--- config.mk ---
export PLATFORM = sky130hd
export DESIGN_NAME = alu
export DESIGN_NICKNAME = d
export VERILOG_FILES = /design/src/rtl/alu.sv
export SDC_FILE = /design/constraint.sdc
export NUM_CORES = 1
export LEC_CHECK = 0
export BUFFER_PORTS_ARGS = -buffer_cell sky130_fd_sc_hd__buf_2
export CAP_MARGIN = 20
export CORE_MARGIN = 4
export CORE_UTILIZATION = 58
export DETAILED_ROUTE_END_ITERATION = 10
export HOLD_SLACK_MARGIN = 0.05
export PLACE_DENSITY_LB_ADDON = 0.2
export SETUP_SLACK_MARGIN = 0.05
export SLEW_MARGIN = 20
export SYNTH_ARGS = -nofsm -noshare
export SYNTH_HDL_FRONTEND = slang
export SYNTH_SLANG_ARGS = --single-unit
--- constraint.sdc ---
create_clock -name clock -period 0.8 [get_ports clock]
set_input_delay 0.16 -clock clock [delete_from_list [all_inputs] [get_ports clock]]
set_output_delay 0.16 -clock clock [all_outputs]
set_load 0.02 [all_outputs]
--- src/rtl/alu.sv ---
// Per-lane arithmetic unit: unsigned ADD/SUB/MUL/DIV on two operands, with the
// result and its NZP condition code registered for write-back and branching.
// Outputs only move on a clock edge where the lane is enabled and the core is
// in its execute state; there is no handshake, the operands are simply
// sampled at that edge and the result appears one clock later.
module alu #(
    parameter int         DATA_WIDTH    = 8,
    parameter logic [2:0] EXECUTE_STATE = 3'b101
) (
    input  logic                  clock,
    input  logic                  reset,
    input  logic                  enable,
    input  logic [DATA_WIDTH-1:0] operand_1,
    input  logic [DATA_WIDTH-1:0] operand_2,
    input  logic [1:0]            alu_select,
    input  logic [2:0]            core_state,
    output logic [DATA_WIDTH-1:0] alu_out,
    output logic [2:0]            alu_nzp
);

    localparam logic [1:0] OP_ADD = 2'b00;
    localparam logic [1:0] OP_SUB = 2'b01;
    localparam logic [1:0] OP_MUL = 2'b10;
    localparam logic [1:0] OP_DIV = 2'b11;

    // Condition-code encodings, bit2 = P, bit1 = Z, bit0 = N.
    localparam logic [2:0] NZP_POS  = 3'b100;
    localparam logic [2:0] NZP_ZERO = 3'b010;
    localparam logic [2:0] NZP_NEG  = 3'b001;

    logic [DATA_WIDTH-1:0] alu_out_q, alu_out_d;
    logic [2:0]            alu_nzp_q, alu_nzp_d;
    logic                  update_en;

    // Restoring long division, one quotient bit per iteration, MSB first.
    // A zero divisor yields a zero quotient rather than all ones.
    function automatic logic [DATA_WIDTH-1:0] udiv(
        input logic [DATA_WIDTH-1:0] num,
        input logic [DATA_WIDTH-1:0] den
    );
        logic [DATA_WIDTH:0]   rem;
        logic [DATA_WIDTH-1:0] quo;
        rem = '0;
        quo = '0;
        if (den != '0) begin
            for (int i = DATA_WIDTH - 1; i >= 0; i--) begin
                rem = {rem[DATA_WIDTH-1:0], num[i]};
                if (rem >= {1'b0, den}) begin
                    rem    = rem - {1'b0, den};
                    quo[i] = 1'b1;
                end
            end
        end
        return quo;
    endfunction

    // The lane only computes when it is enabled and the scheduler is executing.
    assign update_en = enable && (core_state == EXECUTE_STATE);

    // Next result: every operation wraps modulo 2^DATA_WIDTH.
    always_comb begin
        alu_out_d = '0;
        unique case (alu_select)
            OP_ADD: alu_out_d = operand_1 + operand_2;
            OP_SUB: alu_out_d = operand_1 - operand_2;
            OP_MUL: alu_out_d = operand_1 * operand_2;
            OP_DIV: alu_out_d = udiv(operand_1, operand_2);
            default: alu_out_d = '0;
        endcase
    end

    // Next condition code, reading the new result as two's complement.
    always_comb begin
        alu_nzp_d = NZP_POS;
        if (alu_out_d == '0) begin
            alu_nzp_d = NZP_ZERO;
        end else if (alu_out_d[DATA_WIDTH-1]) begin
            alu_nzp_d = NZP_NEG;
        end
    end

    // Result and condition code load together, so NZP always matches alu_out.
    always_ff @(posedge clock or negedge reset) begin
        if (!reset) begin
            alu_out_q <= '0;
            alu_nzp_q <= 3'b000;
        end else if (update_en) begin
            alu_out_q <= alu_out_d;
            alu_nzp_q <= alu_nzp_d;
        end
    end

    assign alu_out = alu_out_q;
    assign alu_nzp = alu_nzp_q;

endmodule

==> metrics.txt, run 1 <==
EDFF count, synth 0; Starting Density 60.1%; setup bufs post-CTS 69; Root Buffer clkbuf_8; Syn Inst Count between 600 and 700; CTS Sinks 11; Netlist cell types 72; H-tree Lvls 1; Post-synth top flop dfrtp_1; post-synthesis average cell area between 7 and 8 µm²; CTS-repair resized insts around 130; cts bufs inserted 3; top cell type's share of synthesized area between 20% and 30%; status stopped before the end; dpl hpwl about 15 mm; Bufs on Longest Clock Path 2; Rows 33; Synth area leader ha_1; Post-Syn Nets about 770; Yosys warnings 0; Placer Congestion 0.967; Hold Buf Count CTS 1; sequential area share after synthesis 5.52%; async set-or-reset flop fraction in the synthesized netlist 100%; top post-synthesis cells by area ha_1 22%, fa_1 7.6%, xnor2_1 5.8%, dfrtp_1 5.5%, inv_1 5.2%; io pins 35; mapped cell area 0.00499 mm²; Log Error [ERROR DPL-0033] detailed placement checks failed during check placement.; Chip Height 101 µm; chip width 101 µm; Synth Register Bits 11; # port buffers 34; failing step clock tree synthesis (4_1_cts)
[stage by stage]
| step | cell area (µm²) | cells | TNS [ns] | setup slack [ns] | util [%] |
|---|---|---|---|---|---|
| floorplan | 5260 | 642 | -83.15 | -12.93 | - |
| global placement | 7050 | 979 | -82.99 | -12.41 | 85.0 |
| detailed placement | 7050 | 979 | -87.65 | -13.16 | 85.0 |
[Yosys cell counts (all sizes together), types with 6 or more instances]
master and n:
a21o 19, a21oi 28, buf 6, clkbuf 6
dfrtp 11, fa 19, ha 89, inv 69
mux2 19, mux2i 8, nand2 55, nand2b 14
nand4 7, nor2 62, nor2b 20, nor3 7
o21a 11, o21ai 49, o31a 7, xnor2 33
xor2 16
[kinds of logic after synthesis]
| kind of cell | after synthesis | synth area share, % |
|---|---|---|
| AOI/OAI and AO/OA | 168 | 23.9 |
| muxes | 27 | 6.04 |
| xor gates and xnor gates | 49 | 8.60 |
| adders and majority gates | 108 | 29.9 |
| buffers and inverters | 82 | 6.69 |
| and+or+nand+nor | 197 | 19.3 |
| DFF | 11 | 5.52 |
==> run 2, diff against run 1 <==
--- a/config.mk
+++ b/config.mk
@@ -8,11 +8,9 @@
 export BUFFER_PORTS_ARGS = -buffer_cell sky130_fd_sc_hd__buf_2
 export CAP_MARGIN = 20
 export CORE_MARGIN = 4
-export CORE_UTILIZATION = 58
+export CORE_UTILIZATION = 40
 export DETAILED_ROUTE_END_ITERATION = 10
-export HOLD_SLACK_MARGIN = 0.05
-export PLACE_DENSITY_LB_ADDON = 0.2
-export SETUP_SLACK_MARGIN = 0.05
+export PLACE_DENSITY_LB_ADDON = 0.15
 export SLEW_MARGIN = 20
 export SYNTH_ARGS = -nofsm -noshare
 export SYNTH_HDL_FRONTEND = slang
==> constraint.sdc (replaced) <==
create_clock -name clock -period 1.04 [get_ports clock]
set_input_delay 0.208 -clock clock [delete_from_list [all_inputs] [get_ports clock]]
set_output_delay 0.208 -clock clock [all_outputs]
set_load 0.02 [all_outputs]
==> metrics.txt, run 2 <==
minimum clock period 13.03 ns; Setup CP Type input port to register; chip width 120 µm; Clock power frac 5.2%; EDFF count, synth 0; setup TNS -78.34 ns; Worst-Skew Late Latency between 0.2 and 0.25 ns; Starting Density 41.2%; pin count of the biggest net entering global routing 18; P_sw 0.00572 W; P&R area growth vs syn 73.7%; Bufs on Longest Clock Path 2; vias per cell 5.26; pre-CTS setup slack -12.72 ns; Largest register FFs 8; initial antenna violation count 0; Post-Syn Nets 774; P_int about 0.0075 W; Synth Register Bits 11; DRC Markers 0; most common cell in the netlist ha_1; Comb power frac 90.0%; most common cell after layout, fill and taps aside buf_4; Core Box Area 0.0121 mm²; top cell type's share of synthesized area 22.3%; CP bufs+invs 9; worst-margin pin slew between 0.5 and 0.6 ns; async set-or-reset flop fraction in the synthesized netlist 100%; Vias 5,970; Syn Inst Count 642; clk_skew 0 ns; Core Util, Final between 70% and 80%; MaxCap Viol Count 0; Worst EP required 1.14 ns; Netlist cell types 72; global-route wire length before repair 30.1 mm; io pins 35; largest stage delay on the critical path 0.36 ns; CTS Sinks 11; cts bufs inserted 3; RSZ-0062 raised after global routing yes; sequential fraction of design power 4.8%; sequential area share after synthesis 5.52%; n_diodes 0; critical path arrival roughly 13 ns; post-route setup slack -11.99 ns; status complete, but fails checks; GRT Util Overall between 20 and 30%; final wirelength 18.7 mm; Worst Setup End Kind register; commonest cells in the netlist 89 x ha_1, 69 x inv_1, 62 x nor2_1; Initial DRT Pass Iterations 5; Rows 40; grt ovf 0; mapped cell area between 0.004 and 0.005 mm²; Leak 4.26 nW; Yosys warnings 0; VDD IR-drop max 758 µV; Reg clk slew, reported paths 0.04 ns; Worst Hold Class input port to asynchronous set/reset pin; CTS tree done; H-tree Lvls 1; most frequent CP cell a21o_1; slowest CP cell nor4_2; fmax 76.8 MHz; DR WL/cell 16.5 µm; Max transition margin 63.0%; period utilisation layout 1250%; final net count 1,100; leading cell types in the layout, fill and taps excluded 275 x buf_4, 67 x ha_1, 52 x inv_1; Sw Share 43.2%; # port buffers 34; Synth area leader ha_1; die area 0.0143 mm²; crit path max fanout 5; crit start category input port; Largest delay share family, worst path compound AO/OA/AOI/OAI gates; Hold Fails Final Rpt 0; Chip Height 120 µm; PD cells 1530 mW/mm²; violated checks setup timing; vias in the first global route just over 6k; post-route ant nets 0; share of layout cells above drive strength 1 52.4%; Placer Congestion 0.944; Root Buffer clkbuf_16; Final setup viols 11; top post-synthesis cells by area ha_1 22%, fa_1 7.6%, xnor2_1 5.8%, dfrtp_1 5.5%, inv_1 5.2%; Post-synth top flop dfrtp_1; Initial DRC Count 233; post-synthesis average cell area 7.77 µm²; max-slew violations 0; dpl hpwl 13.8 mm
==> run 2: cell counts after synthesis <==
Identical to the previous run, type by type.
==> run 2: worst paths after layout <==
path                                        start                endpoint  slack (ns)  cells after the start
max reg2reg                alu_nzp[1]$_DFFE_PN0P_  alu_nzp[1]$_DFFE_PN0P_        0.22                      2
max in group asynchronous                   reset  alu_out[3]$_DFFE_PN0P_        0.47                      2
max                                  operand_1[7]  alu_nzp[2]$_DFFE_PN0P_      -11.99                     75
min reg2reg                alu_out[5]$_DFFE_PN0P_  alu_out[5]$_DFFE_PN0P_        0.47                      2
min                                         reset  alu_out[1]$_DFFE_PN0P_        0.38                      2
min in group clock         alu_out[5]$_DFFE_PN0P_  alu_out[5]$_DFFE_PN0P_        0.47                      2
==> run 2: layer usage <==
metal / global-route usage [%] / part of all wire [%]
met1: 31.3 / 42
met2: 48.2 / 52
met3: 1.41 / 3.6
met4: 7.95 / 3.0
met5: 0 / 0
==> run 2: through the flow <==
step,cell area (µm²),hold slack (ns),cells,total power [W]
floorplan,5260,-0.0876,642,0.00658
global placement,7200,0.0771,1051,0.00999
detailed placement,7200,0.0761,1051,0.0102
CTS,8200,0.367,1118,0.0120
global route,8670,0.393,1135,0.0144
finish,8670,0.380,1135,0.0132
==> run 2: cell type report <==
cell class	instances	area [µm²]
Sequential cell	11	275
Fill cell	914	3440
Multi-Input combinational cell	550	5270
Clock buffer	4	78.8
Inverter	70	289
Timing Repair Buffer	332	2550
Tap cell	168	210
==> run 2: timing repair <==
action / in CTS / in global routing
gates cloned: 1 / 0
buffers inserted: 62 / 20
resized for setup: 96 / 73
endpoints found under the setup margin: 11 / 11
pin swaps: 37 / 40
endpoints found under the hold margin: 11 / 0
hold buffers: 1 / 0
==> run 2: power by group through the flow <==
stage               Sequential [W]  Combinational [W]  Clock (W)
CTS                       0.000636             0.0106   0.000698
global placement          0.000630            0.00936          0
global route              0.000658             0.0130   0.000737
finish                    0.000634             0.0119   0.000687
detailed placement        0.000639            0.00960          0
floorplan                 0.000812            0.00577          0
==> run 2: cell families (layout without fill, tap and decap cells) <==
logic type | count (synthesis) | count (layout) | synth area share [%]
buf+inv | 82 | 406 | 6.69
compound gates | 168 | 168 | 23.9
xor+xnor | 49 | 49 | 8.60
fa+ha+maj | 108 | 108 | 29.9
flops | 11 | 11 | 5.52
mux | 27 | 27 | 6.04
simple gates | 197 | 198 | 19.3
Note: power is estimated with default switching activity, not from simulation.
==> run 3, diff against run 2 <==
--- a/config.mk
+++ b/config.mk
@@ -11,6 +11,7 @@
 export CORE_UTILIZATION = 40
 export DETAILED_ROUTE_END_ITERATION = 10
 export PLACE_DENSITY_LB_ADDON = 0.15
+export RECOVER_POWER = 50
 export SLEW_MARGIN = 20
 export SYNTH_ARGS = -nofsm -noshare
 export SYNTH_HDL_FRONTEND = slang
==> constraint.sdc (replaced) <==
create_clock -name clock -period 1.04 [get_ports clock]
set_input_delay 0.208 -clock clock [delete_from_list [all_inputs] [get_ports clock]]
set_output_delay 0.208 -clock clock [all_outputs]
set_load 0.005 [all_outputs]
==> metrics.txt, run 3 (synthesized netlist as in run 2, its figures left out) <==
status complete, but fails checks; violated checks setup timing; final cell count without fillers about 1.1k; Clock power frac 5.3%; Worst Hold Class register to register; leading cell types in the layout, fill and taps excluded 275 x buf_4, 67 x ha_1, 52 x inv_1; Bufs on Longest Clock Path 2; RSZ-0062 raised after global routing yes; final net count about 1.1k; die area 0.0143 mm²; Sw Share 42.5%; post-route ant nets 0; GRT Util Overall 25.7%; Reg clk slew, reported paths 0.04 ns; Largest register FFs 8; Core Box Area between 0.01 and 0.015 mm²; number of fill cells in the layout around 910; Final setup viols 11; placed cells between 1k and 1.5k; pin count of the biggest net entering global routing 18; Worst Setup End Kind register; largest stage delay on the critical path 0.36 ns; design area 0.00867 mm²; Max transition margin between 60% and 70%; Leak 4.25 nW; slowest CP cell nor4_2; Initial DRC Count 233; most common cell after layout, fill and taps aside buf_4; VDD IR-drop max 754 µV; period utilisation layout 1250%; P_sw 0.00556 W; Initial DRT Pass Iterations 5; Rows 40; vias in the first global route 6,203; Hold Fails Final Rpt 0; grt ovf 0; cts bufs inserted 3; fmax 76.8 MHz; Worst-Skew Late Latency 0.24 ns; crit start category input port; Comb power frac 89.9%; Chip Height between 100 and 150 µm; clk_skew 0 ns; critical path arrival approximately 13 ns; share of layout cells above drive strength 1 between 50% and 60%; CTS Sinks 11; Worst EP required 1.14 ns; Placed Area 0.00720 mm²; H-tree Lvls 1; global-route wire length before repair 30.1 mm; MaxCap Viol Count 0; Placer Congestion ~0.94; dpl hpwl 13.8 mm; max-slew violations 0; P_int 0.00752 W; DR WL/cell about 16 µm; io pins 35; vias per cell about 5.3; Starting Density 41.2%; Setup CP Type input port to register; DRC Markers 0; post-route setup slack -11.99 ns; sequential fraction of design power under 10%; worst-margin pin slew 0.550 ns; chip width 120 µm; P&R area growth vs syn 73.6%; Core Util, Final roughly 72%; # port buffers 34; CTS tree done; minimum clock period 13.03 ns; crit path max fanout 5; n_diodes 0; initial antenna violation count 0; most frequent CP cell a21o_1; PD cells 1510 mW/mm²; final wirelength around 19 mm; Root Buffer clkbuf_16; Vias between 5k and 6k
-- run 3: cell types whose count changed in the layout (fill, tap and decap cells not counted) --
cell	change
clkbuf_1	+1
buf_2	-1
-- run 3: area by class of cell --
class / count / area (µm²) / share of cell area [%]
multi-input combinational: 550 / 5270 / 60.8
timing repair buffer: 332 / 2550 / 29.4
inverter: 70 / 289 / 3.34
sequential: 11 / 275 / 3.18
tap: 168 / 210 / 2.43
clock buffer: 4 / 78.8 / 0.910
-- run 3: final timing paths --
kind	start	endpoint	slack (ns)	depth (start not counted)
setup / recovery	operand_1[7]	alu_nzp[2]$_DFFE_PN0P_	-11.99	75
hold / removal	alu_out[5]$_DFFE_PN0P_	alu_out[5]$_DFFE_PN0P_	0.47	2
setup reg to reg	alu_nzp[1]$_DFFE_PN0P_	alu_nzp[1]$_DFFE_PN0P_	0.22	2
hold reg to reg	alu_out[5]$_DFFE_PN0P_	alu_out[5]$_DFFE_PN0P_	0.47	2
max in group asynchronous	reset	alu_out[3]$_DFFE_PN0P_	0.21	2
min in group asynchronous	reset	alu_out[1]$_DFFE_PN0P_	0.48	2
-- run 3: routing by layer --
| metal | global-route usage [%] | vias to the layer above | part of all wire (%) |
|---|---|---|---|
| met4 | 7.95 | 0 | 3.0 |
| li1 | - | 2929 | - |
| met3 | 1.41 | 41 | 3.6 |
| met2 | 48.2 | 144 | 52 |
| met5 | 0 | - | 0 |
| met1 | 31.3 | 2856 | 42 |
-- run 3: metrics by stage --
| step | hold slack, ns | power, W | setup TNS [ns] | setup slack (ns) |
|---|---|---|---|---|
| after floorplan | -0.0876 | 0.00642 | -81.03 | -12.74 |
| after global placement | 0.0771 | 0.00982 | -80.90 | -12.12 |
| after detailed placement | 0.0761 | 0.0101 | -84.28 | -12.72 |
| after CTS | 0.367 | 0.0118 | -76.72 | -11.84 |
| after global routing | 0.509 | 0.0142 | -82.66 | -12.63 |
| final | 0.466 | 0.0131 | -78.34 | -11.99 |
-- run 3: power by group through the flow --
stage	Combinational (W)	Clock, W	Sequential [W]
detailed placement	0.00944	0	0.000639
floorplan	0.00577	0	0.000652
finish	0.0118	0.000687	0.000634
CTS	0.0105	0.000698	0.000636
global route	0.0128	0.000737	0.000658
global placement	0.00919	0	0.000630
-- run 3: repair_timing --
action / in CTS / in global routing
cloned: 1 / 0
hold buffers: 1 / 0
hold endpoints to repair: 11 / 0
resized for setup: 96 / 73
pin swaps: 37 / 40
setup buffers: 62 / 20
setup endpoints to repair: 11 / 11
-- run 3: critical path: cells and delay by family --
| kind | cells | cell delay, ns |
|---|---|---|
| AO/OA/AOI/OAI | 39 | 6.63 |
| adder cells (fa/ha/maj) | 8 | 1.78 |
| buffers and inverters | 9 | 0.83 |
| multiplexers | 4 | 1.13 |
| AND/OR/NAND/NOR | 15 | 2.52 |
==> run 4, diff against run 3 <==
--- a/config.mk
+++ b/config.mk
@@ -12,6 +12,7 @@
 export DETAILED_ROUTE_END_ITERATION = 10
 export PLACE_DENSITY_LB_ADDON = 0.15
 export RECOVER_POWER = 50
+export SKIP_CTS_REPAIR_TIMING = 1
 export SLEW_MARGIN = 20
 export SYNTH_ARGS = -nofsm -noshare
 export SYNTH_HDL_FRONTEND = slang
==> metrics.txt, run 4 (synthesized netlist as in run 2, its figures left out) <==
final net count 1,062; Worst Hold Class register to register; Worst-Skew Late Latency 0.24 ns; critical path arrival 13.31 ns; Placer Congestion around 0.94; Bufs on Longest Clock Path 2; most common cell after layout, fill and taps aside buf_4; Hold Fails Final Rpt 0; minimum clock period 13.21 ns; fmax 75.7 MHz; DRC Markers 0; worst reg2reg path depth 2; H-tree Lvls 1; setup TNS -78.46 ns; Starting Density 41.2%; VDD IR-drop max 781 µV; clk_skew 0 ns; pin count of the biggest net entering global routing 18; largest stage delay on the critical path 0.36 ns; chip width 120 µm; io pins 35; dpl hpwl 13.8 mm; CTS tree done; slowest CP cell a2111oi_4; die area between 0.01 and 0.015 mm²; P&R area growth vs syn 67.6%; placed cells 1,051; Worst EP required 1.14 ns; final cell count without fillers 1,097; Hold WS 0.470 ns; Chip Height around 120 µm; # port buffers 34; Reg clk slew, reported paths 0.04 ns; GRT Util Overall 23.2%; vias per cell around 5.2; share of layout cells above drive strength 1 roughly half; final wirelength between 15 and 20 mm; Vias ~5.7k; most frequent CP cell ha_4; Initial DRC Count 198; global-route wire length before repair 27.4 mm; PD cells about 1500 mW/mm²; number of fill cells in the layout 950; violated checks setup timing; max-slew violations 0; Placed Area 0.00720 mm²; Final setup viols 11; n_diodes 0; Worst Hold Launch alu_out[5]$_DFFE_PN0P_; post-route ant nets 0; crit path launch operand_1[7]; worst-margin pin slew 0.546 ns; period utilisation layout 1270%; Root Buffer clkbuf_16; crit start category input port; cts bufs inserted 3; status complete, but fails checks; vias in the first global route 5,672; Rows 40; leading cell types in the layout, fill and taps excluded 242 x buf_4, 65 x ha_1, 53 x inv_1; Worst Setup End Kind register; MaxCap Viol Count 0; Max transition margin between 60 and 70%; Initial DRT Pass Iterations 4; Leak 4.07 nW; design area 0.00837 mm²; Core Util, Final 69.1%; initial antenna violation count 0; Setup CP Type input port to register; RSZ-0062 raised after global routing yes; Hold Path Cell Cnt 2; Largest register FFs 8; crit path max fanout 6; grt ovf 0; post-route setup slack -12.17 ns; worst r2r src alu_nzp[1]$_DFFE_PN0P_; Core Box Area 0.0121 mm²; DR WL/cell 16.3 µm; CTS Sinks 11
## run 4: cell types whose count changed in the layout (fill, tap and decap cells not counted), sizes merged
cell | before | now
buf | 330 | 291
clkbuf | 5 | 6
## run 4: report_power, final
part / total (W) / leakage (nW) / switching (W) / internal (W)
clock: 0.000685 / 0.0382 / 0.000172 / 0.000513
combinational: 0.0110 / 3.89 / 0.00504 / 0.00598
sequential: 0.000633 / 0.138 / 0.0000656 / 0.000567
## run 4: area by class of cell
type | count | area, µm² | share of cell area, %
Timing Repair Buffer | 294 | 2250 | 26.9
Sequential cell | 11 | 275 | 3.29
Inverter | 70 | 284 | 3.39
Tap cell | 168 | 210 | 2.51
Clock buffer | 4 | 78.8 | 0.942
Multi-Input combinational cell | 550 | 5270 | 63.0
## run 4: layer usage
layer	routed length, µm	vias up	part of all wire [%]	GRT usage (%)
met5	0	-	0	0
met1	7740	2739	43	30.2
li1	-	2856	-	-
met2	9240	105	52	42.7
met3	546	22	3.1	0.848
met4	308	0	1.7	4.65
## run 4: final timing paths
kind / to / slack (ns)
setup / recovery: alu_nzp[2]$_DFFE_PN0P_ / -12.17
hold / removal: alu_out[5]$_DFFE_PN0P_ / 0.47
setup reg to reg: alu_nzp[1]$_DFFE_PN0P_ / 0.21
hold reg to reg: alu_out[5]$_DFFE_PN0P_ / 0.47
max in group asynchronous: alu_out[3]$_DFFE_PN0P_ / 0.20
min in group asynchronous: alu_out[1]$_DFFE_PN0P_ / 0.48
## run 4: critical path: cells and delay by family
family                   cells  cell delay (ns)
adder cells (fa/ha/maj)      9             1.98
buffers and inverters       10             1.03
multiplexers                 6             1.69
AO/OA/AOI/OAI               36             6.61
AND/OR/NAND/NOR             12             1.79
## run 4: per-stage QoR
stage / total power (W) / worst slack, ns
after floorplan: 0.00642 / -12.74
after global placement: 0.00982 / -12.12
after detailed placement: 0.0101 / -12.72
after CTS: 0.0108 / -12.52
after global routing: 0.0135 / -12.84
final: 0.0123 / -12.17
